File: config.mk
export PLATFORM = sky130hd
export DESIGN_NAME = gray_window_arbiter
export DESIGN_NICKNAME = d
export VERILOG_FILES = /design/src/rtl/gray_window_arbiter.sv
export SDC_FILE = /design/constraint.sdc
export NUM_CORES = 1
export LEC_CHECK = 0
export ABC_CLOCK_PERIOD_IN_PS = 2560
export BUFFER_PORTS_ARGS = -buffer_cell sky130_fd_sc_hd__buf_2
export CELL_PAD_IN_SITES_DETAIL_PLACEMENT = 1
export CELL_PAD_IN_SITES_GLOBAL_PLACEMENT = 2
export CORE_ASPECT_RATIO = 1.4
export CORE_MARGIN = 2
export CORE_UTILIZATION = 30
export CTS_BUF_LIST = sky130_fd_sc_hd__clkbuf_8
export CTS_CLUSTER_SIZE = 16
export DETAILED_ROUTE_END_ITERATION = 12
export MAX_ROUTING_LAYER = met4
export PLACE_DENSITY_LB_ADDON = 0.12
export RECOVER_POWER = 100
export SLEW_MARGIN = 20
export SYNTH_ARGS = -nofsm -noshare
export SYNTH_HDL_FRONTEND = slang
export SYNTH_SLANG_ARGS = --single-unit
File: constraint.sdc
create_clock -name clk -period 2.56 [get_ports clk]
set_input_delay 0.512 -clock clk [delete_from_list [all_inputs] [get_ports clk]]
set_output_delay 0.512 -clock clk [all_outputs]
set_load 0.01 [all_outputs]
File: src/rtl/gray_window_arbiter.sv
// Shares one host gray-image read port among N_REQ LBP engines, issuing the 9 reads of a 3x3 window.
// Define GRAY_ARB_FIXED_PRI_EN for fixed lowest-index priority instead of round-robin.
module gray_window_arbiter #(
  parameter int N_REQ = 2,
  parameter int AW    = 14,
  parameter int DW    = 8,
  parameter int IMG_W = 128
) (
  input  logic                clk,
  input  logic                reset,
  input  logic                gray_ready,
  output logic                gray_req,
  output logic [AW-1:0]       gray_addr,
  input  logic [DW-1:0]       gray_data,
  input  logic [N_REQ-1:0]    req_valid,
  input  logic [N_REQ*AW-1:0] req_addr,
  output logic [N_REQ-1:0]    grant,
  output logic [N_REQ-1:0]    rd_valid,
  output logic [3:0]          rd_idx,
  output logic [DW-1:0]       rd_data,
  output logic [N_REQ-1:0]    win_done,
  output logic                busy
);

  localparam int IW = (N_REQ > 1) ? $clog2(N_REQ) : 1;
  localparam logic [AW-1:0] ROW = AW'(IMG_W);

  typedef enum logic [1:0] {IDLE, ISSUE, DRAIN} state_t;

  state_t           state_q, state_d;
  logic [3:0]       beat_q, beat_d;
  logic [AW-1:0]    base_q, base_d;
  logic [N_REQ-1:0] grant_q, grant_d;
  logic [N_REQ-1:0] rd_valid_q, rd_valid_d;
  logic [3:0]       rd_idx_q, rd_idx_d;

  logic [IW-1:0]    win_idx;
  logic             win_found;
  logic [AW-1:0]    offset;

`ifdef GRAY_ARB_FIXED_PRI_EN
  always_comb begin
    win_idx   = '0;
    win_found = 1'b0;
    for (int i = N_REQ - 1; i >= 0; i--) begin
      if (req_valid[i]) begin
        win_idx   = IW'(i);
        win_found = 1'b1;
      end
    end
  end
`else
  logic [IW-1:0] rr_q, rr_d;
  int            cand;

  // Circular search beginning at the round-robin pointer.
  always_comb begin
    win_idx   = '0;
    win_found = 1'b0;
    cand      = 0;
    for (int i = 0; i < N_REQ; i++) begin
      cand = int'(rr_q) + i;
      if (cand >= N_REQ) cand = cand - N_REQ;
      if (!win_found && req_valid[cand[IW-1:0]]) begin
        win_idx   = cand[IW-1:0];
        win_found = 1'b1;
      end
    end
  end

  always_comb begin
    rr_d = rr_q;
    if (state_q == IDLE && gray_ready && win_found) begin
      if (win_idx == IW'(N_REQ - 1)) rr_d = '0;
      else                           rr_d = win_idx + IW'(1);
    end
  end

  always_ff @(posedge clk) begin
    if (!reset) rr_q <= '0;
    else        rr_q <= rr_d;
  end
`endif

  // Window order: centre first, then the row above, same row, row below.
  always_comb begin
    case (beat_q)
      4'd1:    offset = AW'(0) - ROW - AW'(1);
      4'd2:    offset = AW'(0) - ROW;
      4'd3:    offset = AW'(0) - ROW + AW'(1);
      4'd4:    offset = AW'(0) - AW'(1);
      4'd5:    offset = AW'(1);
      4'd6:    offset = ROW - AW'(1);
      4'd7:    offset = ROW;
      4'd8:    offset = ROW + AW'(1);
      default: offset = '0;
    endcase
  end

  always_comb begin
    state_d    = state_q;
    beat_d     = beat_q;
    base_d     = base_q;
    grant_d    = grant_q;
    rd_valid_d = '0;
    rd_idx_d   = '0;
    case (state_q)
      IDLE: begin
        if (gray_ready && win_found) begin
          state_d = ISSUE;
          beat_d  = '0;
          base_d  = req_addr[win_idx*AW +: AW];
          grant_d = N_REQ'(1) << win_idx;
        end
      end
      ISSUE: begin
        rd_valid_d = grant_q;
        rd_idx_d   = beat_q;
        if (beat_q == 4'd8) begin
          state_d = DRAIN;
          beat_d  = '0;
        end else begin
          beat_d = beat_q + 4'd1;
        end
      end
      DRAIN: begin
        state_d = IDLE;
        grant_d = '0;
      end
      default: state_d = IDLE;
    endcase
  end

  always_ff @(posedge clk) begin
    if (!reset) begin
      state_q    <= IDLE;
      beat_q     <= '0;
      base_q     <= '0;
      grant_q    <= '0;
      rd_valid_q <= '0;
      rd_idx_q   <= '0;
    end else begin
      state_q    <= state_d;
      beat_q     <= beat_d;
      base_q     <= base_d;
      grant_q    <= grant_d;
      rd_valid_q <= rd_valid_d;
      rd_idx_q   <= rd_idx_d;
    end
  end

  // Host data arrives one cycle after its address, so it is forwarded combinationally.
  assign gray_req  = (state_q == ISSUE);
  assign gray_addr = (state_q == ISSUE) ? base_q + offset : '0;
  assign grant     = grant_q;
  assign rd_valid  = rd_valid_q;
  assign rd_idx    = rd_idx_q;
  assign rd_data   = (|rd_valid_q) ? gray_data : '0;
  assign win_done  = (state_q == DRAIN) ? grant_q : '0;
  assign busy      = (state_q != IDLE);

endmodule

# Word level (Yosys, flattened, before mapping)
# Memories as Yosys holds them, arrays and structs flattened. A register that Yosys moved wholly into a read port is not among the register bits.
# Cells that the tools add are included.
# Widths: inputs -> output; s select.
# word_totals
ff_bits	29
mem_bits_ro	224
inputBits	41
output_inout_bits	34
elab_cells	65
n_memories	1
# memory_table
memory	words	word_bits	rd	rd_clocked_by_memory_dff	wr	line	source
(no name shown)	16	14	1	1	0	87	case (beat_q)
# op_classes
add_sub_neg	6
n_mul	1
n_lt_le_gt_ge	4
eq_ne	5
shifts	2
mux	24
reduce_logical	15
# ops
operator	n
$shiftx 28x6->14	1
$mux 4	4
$add 14x14->14	1
$mux 14	1
$mux 1	11
$reduce_and 2->1	5
$mux 2	4
$mux 8	1
$pmux 2 s2	2
$pmux 4 s2	1
$reduce_bool 2->1	3
$add 4x1->4 const B	1
$eq 4x4->1 const B	1
$logic_and 1x1->1	4
$lt 1x2->1 const B	2
$mul 1x3->4 const B	1
$ne 2x1->1 const B	2
$add 1x1->2 const B	1
$eq 2x1->1 const B	1
$eq 2x2->1 const B	1
$ge 1x2->1 const B	1
$ge 2x2->1 const B	1
$logic_not 2->1	1
$reduce_or 2->1	1
4 further kinds	5

# Depth between registers and ports, before layout
# depth
word_depth	13
depth_mapped	9
ltp_nobuf	9

# Worst setup path after synthesis
# Ideal clock, no wire load.
# synth_path
kind	register to output
from	register, netlist name offset[6]
to	output port gray_addr[12]
arrival_ns	1.847
t_required_ns	2.048
setup_slack_ns	0.201
path_stages_with_launch	8
path_buffers	0
cell_sequence	dfxtp_1 > inv_1 > fa_1 > nor2b_1 > o211ai_1 > a21oi_1 > o22a_1 > mux2i_1
# synth_via
elab_chain_cells	2
# synth_rtl
item	line	source
$add 14x14->14	154	assign gray_addr = (state_q == ISSUE) ? base_q + offset : '0;
$mux 14	154	
to (decl)	13	output logic [AW-1:0] gray_addr,
# No other way between the ends.

# Worst setup path in the final report
# layout_path
from	register, netlist name offset[6]
to	output port gray_addr[11]
# layout_via
elab_chain_cells	2
# layout_rtl
item	line
$add 14x14->14	154
$mux 14	154
# No other way between the ends.

==> flow_summary_export.csv <==
group,metric,value,unit
timing,timing.clock.skew,0.00519,ns
drt,num_vias,2277,
worst_setup_path,worstPathArrival,2.17,ns
clocking,clk_pin_slew,0.06,ns
grt,grt_max_degree,31,
grt,grt_pass1_vias,2350,
drt,drcViolationCount,0,
power_and_ir_drop,ir_drop,0.000307,V
grt,grt_overflow,0,
floorplan,ios,75,
synth,netlist_instances,266,
flow_run,cap_violations,0,
drt,vias_per_cell,4.96,
clocking,hold_buffers,0,
power_and_ir_drop,power-per-cell-area,454,nW/um^2
synth,synth-edff-count,0,
cells_and_area,antennaDiodeCount,0,
run_status,violations,"negative setup slack",
grt,grtUsageTotal,0.171,
timing,whs,0.510,ns
worst_setup_path,reg2regPathDepth,9,
drt,drtPass1Iterations,4,
placed_design,gp_congestion,0.808,
placed_design,place_hpwl,5.26,mm
run_status,status,"complete, but fails checks",
synth,yosysWarningCount,0,
hold_path,hold-path-endpoint,"base_q[8]",
cells_and_area,layout-drive-gt1-share,0.337,
worst_setup_path,cp-start-kind,"register",
cells_and_area,multi_input_area,1710,sq um
synth,synthArstFlopShare,0,
placed_design,port_buffers,74,
clocking,cts_root_buffer,"clkbuf_8",
cells_and_area,ff_latch_area,667,sq um
worst_setup_path,cp_max_fo,4,
timing,setup-violations-final,4,
floorplan,rows,37,
hold_path,min_path_type,"reg -> reg",
placed_design,dpl.cell_count,444,
worst_setup_path,r2r_start,"state_q[0]",
grt,antenna_found_initial,0,
clocking,cts_inserted_buffers,5,
synth,synth_cell_type_count,51,
timing,rsz0062_at_grt,"true",
worst_setup_path,cp_data_required_time,2.05,ns
drt,routedWlPerCell,14.6,um
grt,grt_pass1_wl,11.0,mm
drt,first_iter_violations,47,
power_and_ir_drop,power,1440,uW
worst_setup_path,endpoint_kind,"output port",
cells_and_area,final_cell_mix,"53 x buf_2, 30 x dfxtp_1, 28 x nor2_1",
synth,syn_avg_cell_area,8.50,sq um
clocking,cts_tree,"done",
hold_path,hold_start,"base_q[8]",
timing,finalHoldViolCount,0,
floorplan,coreArea,7310,sq um
cells_and_area,nNetsFinal,423,
floorplan,initial_core_util,0.309,
power_and_ir_drop,p_leak,0.00142,uW
timing,tightest_slew,1.25,ns
clocking,clock_path_buffers,2,
worst_setup_path,reg2reg_slack,0.07,ns
clocking,clk_latency,0.28,ns
floorplan,die_w,77.4,um
worst_setup_path,path_class,"reg -> out",
cells_and_area,final_common_cell,"buf_2",
clocking,cts_num_sinks,33,
synth,synth_top_flop_cell,"dfxtp_1",
cells_and_area,final_cell_count_no_fill,459,
floorplan,fp.dieArea,8260,sq um
timing,fin_crit_sh,1.05,
synth,ys_ff_latch,33,
worst_setup_path,rr_endpoint,"offset[7]",
timing,slew_violations,0,
synth,syn-num-nets,327,
drt,ant_nets,0,
cells_and_area,area_growth,40.5,%
hold_path,min_path_cells,2,
drt,drt_wl_total,6.72,mm
cells_and_area,n_fill_cell,917,
synth,seq_area_frac_synth,0.292,
timing,slew_headroom,0.165,
floorplan,die_y,107,um
timing,setup_slack,-0.122,ns
synth,netlist_area,2260,sq um
timing,period_minus_slack,2.68,ns
timing,fmax,373,MHz
clocking,cts_max_level,2,
worst max path at each step:
| stage | cells past startpoint | end | slack, ns | startpoint |
|---|---|---|---|---|
| after CTS | 9 | gray_addr[12] | -0.15 | base_q[0] |
| after detailed placement | 9 | gray_addr[12] | 0.002 | base_q[0] |
| after global placement | 9 | gray_addr[12] | 0.03 | base_q[0] |
| final | 8 | gray_addr[11] | -0.12 | offset[6] |
| after floorplan | 7 | gray_addr[12] | 0.20 | offset[6] |
| after global routing | 9 | gray_addr[12] | -0.24 | base_q[0] |
cell type report:
cell class	instances	share of cell area
clock inverters	1	0.00118
repair buffers	99	0.169
flip-flops and latches	33	0.210
inverters	14	0.0181
multi-input cells	209	0.538
clock buffers	6	0.0260
well taps	97	0.0382
report_power, final:
group | leakage, uW | switching, uW | internal, uW
Clock | 0.0000485 | 181 | 209
Sequential | 0.000272 | 32.7 | 548
Combinational | 0.00110 | 246 | 226
Total | 0.00142 | 460 | 982
metrics by stage:
stage	instance area, sq um	util	TNS, ns	setup slack, ns
final	3180	0.434	-0.326	-0.122
after global routing	3180	0.434	-1.53	-0.237
after CTS	3140	0.429	-0.344	-0.150
after detailed placement	2830	0.387	0	0.00246
after global placement	2830	0.387	0	0.0340
after floorplan	2260	-	0	0.201
synth_stat cells, types with 2 or more instances:
library cell,n,area [sq um]
inv_1,11,41.3
nor3b_1,2,15.0
nor2_1,28,105
xnor2_1,5,43.8
ha_1,19,238
and3_1,6,37.5
o21ai_1,2,10.0
nand2_1,15,56.3
inv_2,2,7.51
xor2_1,2,17.5
nor3_1,14,70.1
buf_2,2,10.0
nand2b_1,7,43.8
a31oi_1,3,18.8
mux2i_1,18,180
dfxtp_1,33,661
o21a_1,4,30.0
a21oi_1,14,70.1
and2_1,2,12.5
nand3_1,4,20.0
buf_1,2,7.51
nor2b_1,11,68.8
a21o_1,8,60.1
o22ai_1,3,18.8
a211oi_1,15,113
clkbuf_1,4,15.0
nand4_1,3,18.8
o21ai_0,4,20.0
worst max-delay path: stages, from the launching register on:
cell and delay [ns]:
dfxtp_4 0.36, buf_8 0.14, ha_4 0.16, a21o_1 0.22
a31oi_4 0.23, inv_2 0.06, a221o_1 0.31, a211o_1 0.26
buf_2 0.14
state kept, by name, summed over array words and instances (netlist names):
register and cells:
rd_valid 2, state_q 2, base_q 14, beat_q 4, rd_idx 4, grant 2, rr_q 1, offset 4
layer usage:
layer / routed length (um) / track usage
met1: 2640 / 0.182
met2: 3830 / 0.324
met3: 166 / 0.0219
met4: 79 / 0.0561
met5: 0 / -
logic make-up (layout without fill, tap and decap cells):
group                      Yosys count  count (layout)  share of synthesized area
DFF                                 33              33                      0.292
AOI/OAI and AO/OA                   68              68                      0.228
buffers and inverters               24             120                     0.0481
muxes                               18              18                     0.0796
adders and majority gates           20              20                      0.114
and+or+nand+nor                     96              96                      0.211
xor gates and xnor gates             7               7                     0.0271
repair_timing:
| item | in CTS | in global routing |
|---|---|---|
| buffers inserted | 6 | 3 |
| endpoints found under the setup margin | 9 | 9 |
| pin swaps | 15 | 24 |
| gates resized for setup | 30 | 14 |
Power figures use the tool's default switching activity.
